`src/rtl/car_pose_tx.sv`:
```
// car_pose_tx: 8N1 UART sender for the inter-board pose frame (sync + 6 payload bytes).
// Define POSE_TX_CHECKSUM_EN to append an XOR checksum byte of the payload.
module car_pose_tx #(
  parameter int         CLK_FREQ  = 100_000_000,
  parameter int         BAUD      = 115200,
  parameter logic [7:0] SYNC_BYTE = 8'hA5
) (
  input  logic       clk,
  input  logic       rst,
  input  logic       send,
  input  logic [9:0] f_x,
  input  logic [9:0] f_y,
  input  logic [9:0] r_x,
  input  logic [9:0] r_y,
  input  logic [1:0] flag,
  input  logic       finish,
  output logic       tx,
  output logic       busy,
  output logic       done
);

  localparam int BIT_CYCLES = CLK_FREQ / BAUD;
`ifdef POSE_TX_CHECKSUM_EN
  localparam int NBYTES = 8;
`else
  localparam int NBYTES = 7;
`endif
  localparam int CW = (BIT_CYCLES > 1) ? $clog2(BIT_CYCLES) : 1;
  localparam int BW = $clog2(NBYTES);
  localparam logic [CW-1:0] CNT_MAX = CW'(BIT_CYCLES - 1);
  localparam logic [BW-1:0] LAST    = BW'(NBYTES - 1);

  typedef enum logic [1:0] {IDLE, START, DATA, STOP} state_t;

  state_t        state_q, state_d;
  logic [CW-1:0] cnt_q, cnt_d;
  logic [2:0]    bit_q, bit_d;
  logic [BW-1:0] byte_q, byte_d;
  logic [7:0]    shift_q, shift_d;
  logic [47:0]   pay_q, pay_d;
  logic          tx_q, tx_d;
  logic          busy_q, busy_d;
  logic          done_q, done_d;

  logic          bit_end;
  logic [BW-1:0] nxt_idx;
  logic [7:0]    frame_b [2**BW];

`ifdef POSE_TX_CHECKSUM_EN
  logic [7:0] csum;
  assign csum = pay_q[47:40] ^ pay_q[39:32] ^ pay_q[31:24]
              ^ pay_q[23:16] ^ pay_q[15:8]  ^ pay_q[7:0];
`endif

  assign bit_end = (cnt_q == CNT_MAX);
  assign nxt_idx = byte_q + 1'b1;

  // Byte table for the frame, indexed by byte position.
  always_comb begin
    for (int i = 0; i < 2**BW; i++) frame_b[i] = 8'h00;
    frame_b[0] = SYNC_BYTE;
    for (int k = 1; k <= 6; k++) frame_b[k] = pay_q[55-8*k -: 8];
`ifdef POSE_TX_CHECKSUM_EN
    frame_b[7] = csum;
`endif
  end

  // Next-state and output logic for the bit/byte sequencer.
  always_comb begin
    state_d = state_q;
    cnt_d   = cnt_q;
    bit_d   = bit_q;
    byte_d  = byte_q;
    shift_d = shift_q;
    pay_d   = pay_q;
    tx_d    = tx_q;
    busy_d  = busy_q;
    done_d  = 1'b0;
    if (state_q != IDLE) cnt_d = bit_end ? '0 : cnt_q + 1'b1;
    unique case (state_q)
      IDLE: begin
        if (send) begin
          state_d = START;
          pay_d   = {5'b0, finish, flag, f_x, f_y, r_x, r_y};
          shift_d = SYNC_BYTE;
          byte_d  = '0;
          cnt_d   = '0;
          tx_d    = 1'b0;
          busy_d  = 1'b1;
        end
      end
      START: begin
        if (bit_end) begin
          state_d = DATA;
          bit_d   = 3'd0;
          tx_d    = shift_q[0];
        end
      end
      DATA: begin
        if (bit_end) begin
          if (bit_q == 3'd7) begin
            state_d = STOP;
            tx_d    = 1'b1;
          end else begin
            bit_d   = bit_q + 3'd1;
            shift_d = shift_q >> 1;
            tx_d    = shift_q[1];
          end
        end
      end
      STOP: begin
        if (bit_end) begin
          if (byte_q == LAST) begin
            state_d = IDLE;
            busy_d  = 1'b0;
            done_d  = 1'b1;
            tx_d    = 1'b1;
          end else begin
            state_d = START;
            byte_d  = nxt_idx;
            shift_d = frame_b[nxt_idx];
            tx_d    = 1'b0;
          end
        end
      end
      default: state_d = IDLE;
    endcase
  end

  // State register with synchronous reset to an idle-high line.
  always_ff @(posedge clk) begin
    if (rst) begin
      state_q <= IDLE;
      cnt_q   <= '0;
      bit_q   <= '0;
      byte_q  <= '0;
      shift_q <= '0;
      pay_q   <= '0;
      tx_q    <= 1'b1;
      busy_q  <= 1'b0;
      done_q  <= 1'b0;
    end else begin
      state_q <= state_d;
      cnt_q   <= cnt_d;
      bit_q   <= bit_d;
      byte_q  <= byte_d;
      shift_q <= shift_d;
      pay_q   <= pay_d;
      tx_q    <= tx_d;
      busy_q  <= busy_d;
      done_q  <= done_d;
    end
  end

  assign tx   = tx_q;
  assign busy = busy_q;
  assign done = done_q;

endmodule

```
`config.mk`:
```
export PLATFORM = sky130hd
export DESIGN_NAME = car_pose_tx
export DESIGN_NICKNAME = d
export VERILOG_FILES = /design/src/rtl/car_pose_tx.sv
export SDC_FILE = /design/constraint.sdc
export NUM_CORES = 1
export LEC_CHECK = 0
export BUFFER_PORTS_ARGS = -buffer_cell sky130_fd_sc_hd__buf_2
export CAP_MARGIN = 0
export CORE_MARGIN = 5
export CORE_UTILIZATION = 35
export CTS_BUF_LIST = sky130_fd_sc_hd__clkbuf_8
export DETAILED_ROUTE_END_ITERATION = 8
export GPL_TIMING_DRIVEN = 1
export PLACE_DENSITY = 0.5
export RECOVER_POWER = 50
export REMOVE_ABC_BUFFERS = 1
export SLEW_MARGIN = 20
export SYNTH_ARGS = -nofsm -noshare
export SYNTH_HDL_FRONTEND = slang
export SYNTH_SLANG_ARGS = --single-unit
export TNS_END_PERCENT = 20
```
`constraint.sdc`:
```
create_clock -name clk -period 5.2 [get_ports clk]
set_clock_uncertainty 0.05 [all_clocks]
set_input_delay 0.26 -clock clk [delete_from_list [all_inputs] [get_ports clk]]
set_output_delay 0.26 -clock clk [all_outputs]
set_load 0.02 [all_outputs]
```
==> metrics.yaml <==
dpl_worst_slack_ps: 1890
rrSetupSlack_ps: 1900
synth_top_area_share_pct: 40.5
antenna_left: 0
wl_mm: 8.75
ctsHoldBuffers: 0
cp_cell_sequence: "inv_1 -> ha_1 -> nor2b_1 -> a221oi_1 -> a311o_1 -> a211oi_1"
finalWeightedCongestion: 0.813
start_kind: "flip-flop"
die_y_um: 111
criticalPathCategory: "flip-flop to flip-flop"
syn_area_um2: 3560
path_max_fanout: 19
grt_max_degree: 46
fin_nets: 513
clkTransAtPathRegs_ps: 80
ios: 49
cp_num_buf_inv: 1
max-vdd-ir-drop_v: 0.000338
synth_seq_cells: 72
cts_resized: 0
cp.required_ps: 5420
cp-end-kind: "flip-flop"
dp_hpwl_mm: 5.97
timing.final.crit_share_pct: 63.4
initial_core_util_pct: 36.1
synth_cell_type_count: 63
maxCapViolCount: 1
grt_pass1_wl_mm: 15.2
grtUsageTotal_pct: 14.8
multi_input_area_um2: 1890
fmax_mhz: 303
report.final.slew_viol_count: 46
worst_pin_slew_ps: 1780
cts_buffers: 9
core_um2: 9860
n_fill_cell: 1010
syn_inst: 426
drt-initial-drc-count: 181
drive_gt1_share_pct: 18.2
rsz0062_at_grt: "no"
fin_crit_ps: 3300
drc: 0
grt_pass1_vias: 3114
port_buffers: 48
antenna_found_initial: 0
postCtsSetupBuffers: 0
mostFrequentLayoutCells: "101 x nand2_1, 72 x dfxtp_1, 64 x a21oi_1"
post_dp_cell_area_um2: 3810
place_inst: 579
synth_warnings: 0
cts_tree: "built"
fin_area_um2: 4010
fin_setup_tns_ps: 0
violations: "max-capacitance violations, max-slew violations"
setup_violations: 0
ctsLongestPathBuffers: 2
antenna_cells: 0
syn-mean-instance-area_um2: 8.36
crit_path_top_delay_cell: "ha_1"
cpPeakStageDelay_ps: 780
worst_slack_ps: 1900
num_vias: 3060
min_path_type: "primary input to flip-flop"
clock_latency_ps: 360
area_growth_pct: 12.8
hold_viol: 0
crit_family: "compound AO/OA/AOI/OAI gates"
clock_tree.root_cell: "clkbuf_8"
p_leak_uw: 0.00150
instances_no_fill: 595
ctsHtreeMaxLevel: 3
vias_per_cell: 5.14
synth.area.top_cells: "dfxtp_1 40%, nand2_1 11%, a21oi_1 9.0%"
relSlewSlack_pct: -18.6
yosys.area.top_type: "dfxtp_1"
final_common_cell: "nand2_1"
rows: 36
timing.hold.ws_ps: 79.3
die_w_um: 111
seqCellArea_um2: 1440
die-area_um2: 12300
power_density_nw_per_um2: 453
grt_overflow_total: 0
status: "finished, violations left"
drtPass1Iterations: 4
yosysSeqAreaShare_pct: 40.5
cts.sinks: 72
async_flop_share_pct: 0
arrival_ps: 3510
wl_per_cell_um: 14.7
ys.flop_type: "dfxtp_1"
synth_edf_count: 0
[worst paths after layout]
path                            depth (start not counted)                    from                 endpoint
worst min-delay path                                    3                  finish   pay_q[42]$_SDFFE_PP0P_
worst max-delay path                                    6  byte_q[0]$_SDFFE_PP0P_  shift_q[7]$_SDFFE_PP0P_
worst min register to register                          2  pay_q[39]$_SDFFE_PP0P_   pay_q[39]$_SDFFE_PP0P_
worst max register to register                          6  byte_q[0]$_SDFFE_PP0P_  shift_q[7]$_SDFFE_PP0P_
[flip-flops by register name (all words and copies together) (netlist names)]
| register | count |
|---|---|
| state_q | 2 |
| tx | 1 |
| busy | 1 |
| done | 1 |
| bit_q | 3 |
| cnt_q | 10 |
| shift_q | 8 |
| pay_q | 43 |
| byte_q | 3 |
[worst min-delay path, delay by kind of cell]
family | cells | cell delay, ps
and+or+nand+nor | 1 | 40
buffers and inverters | 1 | 90
AOI/OAI and AO/OA | 1 | 50
[cell usage after synthesis, drive strengths merged (3+ instances only)]
| library cell | n |
|---|---|
| nand2 | 101 |
| dfxtp | 72 |
| a21oi | 64 |
| clkbuf | 20 |
| o21ai | 16 |
| buf | 11 |
| inv | 11 |
| nor2 | 11 |
| ha | 10 |
| mux2 | 10 |
| a211oi | 7 |
| a221oi | 7 |
| nand3 | 6 |
| nor3 | 6 |
| nand4 | 5 |
| mux2i | 4 |
| a211o | 3 |
| a222oi | 3 |
| and3 | 3 |
| nand2b | 3 |
| nand3b | 3 |
| nor2b | 3 |
| nor3b | 3 |
| nor4 | 3 |
| o2bb2ai | 3 |
| xnor2 | 3 |
[final cells by class]
class	count	share of cell area [%]
multi-input combinational	312	47.0
sequential	72	35.9
timing repair buffer	51	6.36
tap	133	4.15
clock buffer	10	3.43
clock inverter	6	2.09
inverter	11	1.03
[cells by family (layout without fill, tap and decap cells)]
| family | after synthesis | in the layout | share of synthesized area [%] |
|---|---|---|---|
| xor gates and xnor gates | 5 | 5 | 1.23 |
| DFF | 72 | 72 | 40.5 |
| buffers and inverters | 42 | 78 | 6.12 |
| and+or+nand+nor | 157 | 157 | 20.9 |
| adders and majority gates | 10 | 10 | 3.51 |
| muxes | 14 | 14 | 4.29 |
| AOI/OAI and AO/OA | 126 | 126 | 23.4 |
[report_power, final]
part / total, uW / switching (uW) / internal [uW]
clock network: 496 / 216 / 281
logic: 569 / 359 / 210
registers: 752 / 82.9 / 669
total: 1820 / 658 / 1160
[metal layers]
metal	vias up	track usage (%)	wire (um)
li1	1581	-	-
met1	1421	20.1	4360
met2	48	23.0	3910
met3	10	3.33	344
met4	0	5.67	140
met5	-	0	0
[metrics by stage]
| stage | utilization (%) | total power [uW] |
|---|---|---|
| 2_1_floorplan | - | 1160 |
| 3_3_place_gp | 38.6 | 1340 |
| 3_5_place_dp | 38.6 | 1340 |
| 4_1_cts | 40.9 | 1840 |
| 5_1_grt | 40.7 | 1960 |
| 6_report | 40.7 | 1820 |
Power figures use the tool's default switching activity.
